===== config.mk =====
export PLATFORM = sky130hd
export DESIGN_NAME = uncached_wbuf
export DESIGN_NICKNAME = d
export VERILOG_FILES = /design/src/rtl/uncached_wbuf.sv
export SDC_FILE = /design/constraint.sdc
export NUM_CORES = 1
export LEC_CHECK = 0
export ABC_AREA = 1
export CAP_MARGIN = 30
export CORE_UTILIZATION = 30
export DETAILED_ROUTE_END_ITERATION = 10
export PLACE_DENSITY_LB_ADDON = 0.1
export RECOVER_POWER = 100
export SLEW_MARGIN = 10
export SYNTH_ARGS = -nofsm -noshare
export SYNTH_HDL_FRONTEND = slang
export SYNTH_SLANG_ARGS = --single-unit

===== constraint.sdc =====
create_clock -name clk -period 2.7 [get_ports clk]
set_input_delay 0.54 -clock clk [delete_from_list [all_inputs] [get_ports clk]]
set_output_delay 0.54 -clock clk [all_outputs]
set_load 0.02 [all_outputs]

===== src/rtl/uncached_wbuf.sv =====
// Uncached data-bus backend: posts stores into a small FIFO and drains them to a single-outstanding bus.
// Loads wait for earlier stores. Define UNCACHED_WBUF_EN to enable the store buffer; otherwise stores stall like loads.
module uncached_wbuf #(
    parameter int DEPTH = 4
) (
    input  logic        clk,
    input  logic        rst_n,
    input  logic        cpu_read,
    input  logic        cpu_write,
    input  logic [31:0] cpu_address,
    input  logic [31:0] cpu_wrdata,
    input  logic [3:0]  cpu_byteenable,
    input  logic        pipe_stall,
    output logic        cpu_stall,
    output logic [31:0] cpu_rddata,
    output logic        req_valid,
    input  logic        req_ready,
    output logic        req_write,
    output logic [31:0] req_addr,
    output logic [31:0] req_wdata,
    output logic [3:0]  req_be,
    input  logic        resp_valid,
    input  logic [31:0] resp_rdata
);

    if (DEPTH < 2 || (DEPTH & (DEPTH - 1)) != 0) begin : g_bad_depth
        $error("uncached_wbuf: DEPTH must be a power of two and at least 2");
    end

    typedef enum logic [2:0] {
        IDLE   = 3'd0,
        W_REQ  = 3'd1,
        W_RESP = 3'd2,
        R_REQ  = 3'd3,
        R_RESP = 3'd4,
        R_DONE = 3'd5,
        W_DONE = 3'd6
    } state_t;

    state_t      state_q, state_d;
    logic        req_valid_q, req_valid_d;
    logic        req_write_q, req_write_d;
    logic [31:0] req_addr_q, req_addr_d;
    logic [31:0] req_wdata_q, req_wdata_d;
    logic [3:0]  req_be_q, req_be_d;
    logic [31:0] rddata_q, rddata_d;

    logic        read_go;
    logic        write_go;
    logic [31:0] wr_addr;
    logic [31:0] wr_data;
    logic [3:0]  wr_be;
    state_t      w_after;

`ifdef UNCACHED_WBUF_EN
    localparam int AW = $clog2(DEPTH);
    localparam int CW = AW + 1;

    logic [31:0]   fifo_addr_q  [DEPTH];
    logic [31:0]   fifo_wdata_q [DEPTH];
    logic [3:0]    fifo_be_q    [DEPTH];
    logic [AW-1:0] wptr_q, rptr_q;
    logic [CW-1:0] count_q, count_d;
    logic          wr_taken_q, wr_taken_d;
    logic          full, push, pop;

    always_comb begin
        full      = (count_q == CW'(DEPTH));
        push      = cpu_write & ~wr_taken_q & ~full;
        pop       = (state_q == W_RESP) & resp_valid;
        cpu_stall = (cpu_write & ~wr_taken_q & full) | (cpu_read & (state_q != R_DONE));
        // A same-cycle store must reach the buffer before the load may claim the bus.
        read_go   = cpu_read & (count_q == '0) & ~push;
        write_go  = (count_q != '0);
        wr_addr   = fifo_addr_q[rptr_q];
        wr_data   = fifo_wdata_q[rptr_q];
        wr_be     = fifo_be_q[rptr_q];
        w_after   = IDLE;
        count_d   = count_q + CW'(push) - CW'(pop);
        if (!cpu_stall && !pipe_stall) begin
            wr_taken_d = 1'b0;
        end else if (push) begin
            wr_taken_d = 1'b1;
        end else begin
            wr_taken_d = wr_taken_q;
        end
    end

    always_ff @(posedge clk) begin
        if (push) begin
            fifo_addr_q[wptr_q]  <= cpu_address;
            fifo_wdata_q[wptr_q] <= cpu_wrdata;
            fifo_be_q[wptr_q]    <= cpu_byteenable;
        end
    end

    always_ff @(posedge clk or negedge rst_n) begin
        if (!rst_n) begin
            wptr_q     <= '0;
            rptr_q     <= '0;
            count_q    <= '0;
            wr_taken_q <= 1'b0;
        end else begin
            if (push) wptr_q <= wptr_q + 1'b1;
            if (pop)  rptr_q <= rptr_q + 1'b1;
            count_q    <= count_d;
            wr_taken_q <= wr_taken_d;
        end
    end
`else
    always_comb begin
        cpu_stall = (cpu_write & (state_q != W_DONE)) | (cpu_read & (state_q != R_DONE));
        read_go   = cpu_read & ~cpu_write;
        write_go  = cpu_write;
        wr_addr   = cpu_address;
        wr_data   = cpu_wrdata;
        wr_be     = cpu_byteenable;
        w_after   = W_DONE;
    end
`endif

    always_comb begin
        state_d     = state_q;
        req_valid_d = req_valid_q;
        req_write_d = req_write_q;
        req_addr_d  = req_addr_q;
        req_wdata_d = req_wdata_q;
        req_be_d    = req_be_q;
        rddata_d    = rddata_q;
        case (state_q)
            IDLE: begin
                if (read_go) begin
                    state_d     = R_REQ;
                    req_valid_d = 1'b1;
                    req_write_d = 1'b0;
                    req_addr_d  = cpu_address;
                    req_be_d    = 4'hF;
                end else if (write_go) begin
                    state_d     = W_REQ;
                    req_valid_d = 1'b1;
                    req_write_d = 1'b1;
                    req_addr_d  = wr_addr;
                    req_wdata_d = wr_data;
                    req_be_d    = wr_be;
                end
            end
            W_REQ: begin
                if (req_ready) begin
                    state_d     = W_RESP;
                    req_valid_d = 1'b0;
                end
            end
            W_RESP: begin
                if (resp_valid) state_d = w_after;
            end
            R_REQ: begin
                if (req_ready) begin
                    state_d     = R_RESP;
                    req_valid_d = 1'b0;
                end
            end
            R_RESP: begin
                if (resp_valid) begin
                    state_d  = R_DONE;
                    rddata_d = resp_rdata;
                end
            end
            R_DONE: state_d = IDLE;
            // Hold the completion while the store instruction is frozen, so it is not reissued.
            W_DONE: begin
                if (!(cpu_write && pipe_stall)) state_d = IDLE;
            end
            default: state_d = IDLE;
        endcase
    end

    always_ff @(posedge clk or negedge rst_n) begin
        if (!rst_n) begin
            state_q     <= IDLE;
            req_valid_q <= 1'b0;
            req_write_q <= 1'b0;
            req_addr_q  <= '0;
            req_wdata_q <= '0;
            req_be_q    <= '0;
            rddata_q    <= '0;
        end else begin
            state_q     <= state_d;
            req_valid_q <= req_valid_d;
            req_write_q <= req_write_d;
            req_addr_q  <= req_addr_d;
            req_wdata_q <= req_wdata_d;
            req_be_q    <= req_be_d;
            rddata_q    <= rddata_d;
        end
    end

    assign req_valid  = req_valid_q;
    assign req_write  = req_write_q;
    assign req_addr   = req_addr_q;
    assign req_wdata  = req_wdata_q;
    assign req_be     = req_be_q;
    assign cpu_rddata = rddata_q;

endmodule


==> metrics.md <==
| Metric | Value |
|---|---|
| Initial Utilization | `roughly 30%` |
| Seq/Total Area, Yosys | `about three fifths` |
| Post-synthesis cell type count | `20` |
| Pint | `roughly 4.7 mW` |
| Power per cell area | `1160 nW/um^2` |
| Drt first pass iters | `4` |
| WP data required | `between 2000 and 2500 ps` |
| GRT overflow | `0` |
| Final-stage net count | `720` |
| Cell Chain, Critical Path | `dlygate4sd3_1 > nand2_1 > o21ai_0 > dlygate4sd3_1` |
| Worst setup startpoint | `cpu_write` |
| CP max stage delay | `between 700 and 800 ps` |
| Clk_skew | `5.30 ps` |
| Post-CTS setup buffers | `0` |
| CTS tree | `yes` |
| Setup crit start kind | `primary input` |
| Netlist Area Pre-Place | `between 4000 and 5000 um^2` |
| I/O Buffers | `209` |
| Cells on worst reg2reg path | `5` |
| Starting DRC count in detailed routing | `around 150` |
| # resized after CTS | `0` |
| Yosys warns | `0` |
| Post-Synth Adder-Cell Area | `0%` |
| Clk sinks | `between 100 and 150` |
| CP bufs+invs | `2` |
| Synth Flop Type | `dfrtp_1` |
| Sw frac | `about two fifths` |
| Critical path class | `in -> out` |
| Outcome | `finished, final reports clean` |
| Fin worst setup slack | `between 100 and 150 ps` |
| CP endpoint kind | `output port` |
| Worst-margin pin slew | `between 1000 and 1500 ps` |
| Dpl hpwl | `about 7800 um` |
| Simple-Gate Fraction of Synth Area | `21.6%` |
| Compound-cell area share of the yosys netlist | `under 10%` |
| Slowest-stage cell, CP | `dlygate4sd3_1` |
| Final hold vios | `0` |
| Row count | `43` |
| Area growth, synth to finish | `56.6%` |
| Rel. slew slack | `between 20% and 30%` |
| All-Layer GR Usage | `15.4%` |
| Vias in the first global route | `approximately 3400` |
| Top delay family on crit path | `buffers and inverters` |
| CP endpoint | `cpu_stall` |
| Avg Cell Area, Syn | `10.6 um^2` |
| Cell count after synthesis | `401` |
| Layout cells sized above 1 | `4.69%` |
| Register share of total power | `approximately a third` |
| RSZ-0062 raised after global routing | `no` |
| Post-synth ARST share | `between 90% and 100%` |
| Diode count | `0` |
| Total net switching power | `~3.0 mW` |
| Clk buf depth | `2` |
| Pins Over Slew Limit | `0` |
| FF-to-FF End | `req_be[2]$_DFFE_PN0P_` |
| Root buffer cell | `clkbuf_16` |
| Vias | `around 3400` |
| Gpl congestion | `around 0.75` |
| Flops & latches, synth | `105` |
| Reg2reg start | `state_q[0]$_DFFE_PN0P_` |
| Top-Level Pins | `210` |
| Pin count of the biggest net entering global routing | `48` |
| Global-route wire length before repair | `between 15000 and 20000 um` |
| Multiplexer area fraction after synthesis | `between 10% and 20%` |
| Hold WC Path Type | `in -> async` |
| Critical path peak fanout | `4` |
| CORE AREA | `about 14000 um^2` |
| Skew-Pair Late Insertion Delay | `340 ps` |
| Initial antenna violation count | `0` |
| Layout Utilization | `between 40% and 50%` |
| Synth top area share | `roughly three fifths` |
| Die area | `about 15000 um^2` |
| Main combinational cell family by area after synthesis | `simple AND/OR/NAND/NOR gates` |
| DR DRC count | `0` |
| Drt wl/cell | `roughly 14 um` |
| # setup viols final | `0` |
| Number of routed nets with antenna violations | `0` |
| CP arrival | `approximately 2000 ps` |
| Routed vias/inst | `~4.3` |
| Post-Syn Nets | `508` |
| Clock transition at the registers of the reported paths | `60 ps` |
| Post-synth EDFFs | `0` |
| Clock share of power | `between 10% and 20%` |
| Combinational power share | `around 47%` |
| Xor and xnor area share after synthesis | `0%` |
| H-Tree Depth | `3` |
| Worst slack at placement | `~180 ps` |
| Inserted Clock Buffers | `9` |
| Leak | `between 3 and 4 nW` |
| Synth top area cells | `dfrtp_1 (62%), nand2_1 (18%), mux2_4 (11%)` |
| Hold_buf cts | `0` |
| Most common cell in the netlist | `nand2_1` |
| MaxCap Viol Count | `0` |
| Die Wd | `121 um` |
| Die Ht | `between 100 and 150 um` |
| R2R setup slack | `470 ps` |
| Maximum clock rate | `a little under 400 MHz` |
| Most frequent cells after synthesis | `nand2_1 (206), dfrtp_1 (105), mux2_4 (30)` |
| VDD IR-drop max | `around 460 uV` |
| WP depth | `4` |
| Synth area leader | `dfrtp_1` |
| TNS Setup | `0 ps` |
| Final WL | `around 11000 um` |
| Min cycle time layout | `approximately 2600 ps` |
| CP dominant cell by count | `dlygate4sd3_1` |
| Final Cycle Share | `94.7%` |
stage by stage:
step	std cells	hold slack, ps	area (um^2)	total power, mW
after floorplan	401	244	4270	5.05
after global placement	782	453	6530	6.97
after detailed placement	782	457	6530	7.02
after CTS	798	221	6840	8.43
after global routing	798	489	6680	8.29
final	798	421	6680	7.73
kinds of logic after synthesis:
kind of cell | count (synthesis)
AND/OR/NAND/NOR | 227
multiplexers | 32
AO/OA/AOI/OAI | 10
flip-flops | 105
buffers and inverters | 27
flip-flops by register name, summed over array words and instances (netlist names):
register / flops
cpu_rddata: 32
req_valid: 1
state_q: 3
req_addr: 32
req_wdata: 32
req_be: 4
req_write: 1
layout make-up:
cell class / count / area (um^2)
Timing Repair Buffer: 216 / 2120
Sequential cell: 105 / 2630
Inverter: 12 / 45.0
Clock buffer: 14 / 274
Clock inverter: 2 / 35.0
Tap cell: 180 / 225
Multi-Input combinational cell: 269 / 1360
Fill cell: 1331 / 7200
worst min-delay path by stage:
stage / startpoint / endpoint / depth (start not counted)
after floorplan: rst_n / cpu_rddata[0]$_DFFE_PN0P_ / 0
after global placement: req_addr[22]$_DFFE_PN0P_ / req_addr[22]$_DFFE_PN0P_ / 2
after detailed placement: req_wdata[27]$_DFFE_PN0P_ / req_wdata[27]$_DFFE_PN0P_ / 2
after CTS: rst_n / req_addr[0]$_DFFE_PN0P_ / 1
after global routing: req_wdata[6]$_DFFE_PN0P_ / req_wdata[6]$_DFFE_PN0P_ / 2
final: rst_n / req_addr[10]$_DFFE_PN0P_ / 1
cell usage in the layout, fill, tap and decap left out, drive strengths merged:
master,count
nand3,6
dfrtp,105
bufinv,1
a21oi,2
inv,12
nand2,207
nand4,3
buf,1
mux2,32
nor2,9
clkdlybuf4s50,103
clkbuf,21
clkinv,1
o21bai,2
o22a,4
dlygate4sd3,105
o21ai,2
nor3,2
power groups by stage:
stage | clock network [mW] | logic [mW] | registers (mW)
detailed placement | 0 | 4.23 | 2.79
global placement | 0 | 4.20 | 2.77
floorplan | 0 | 1.38 | 3.67
global route | 1.45 | 4.01 | 2.83
finish | 1.34 | 3.66 | 2.73
CTS | 1.41 | 4.24 | 2.79
metal layers:
| layer | track usage, % | share of wire (%) |
|---|---|---|
| met5 | 0 | 0 |
| met1 | 18.6 | 42 |
| met2 | 25.2 | 48 |
| met4 | 6.17 | 2.1 |
| met3 | 5.40 | 7.7 |
(Power assumes the default switching activity.)
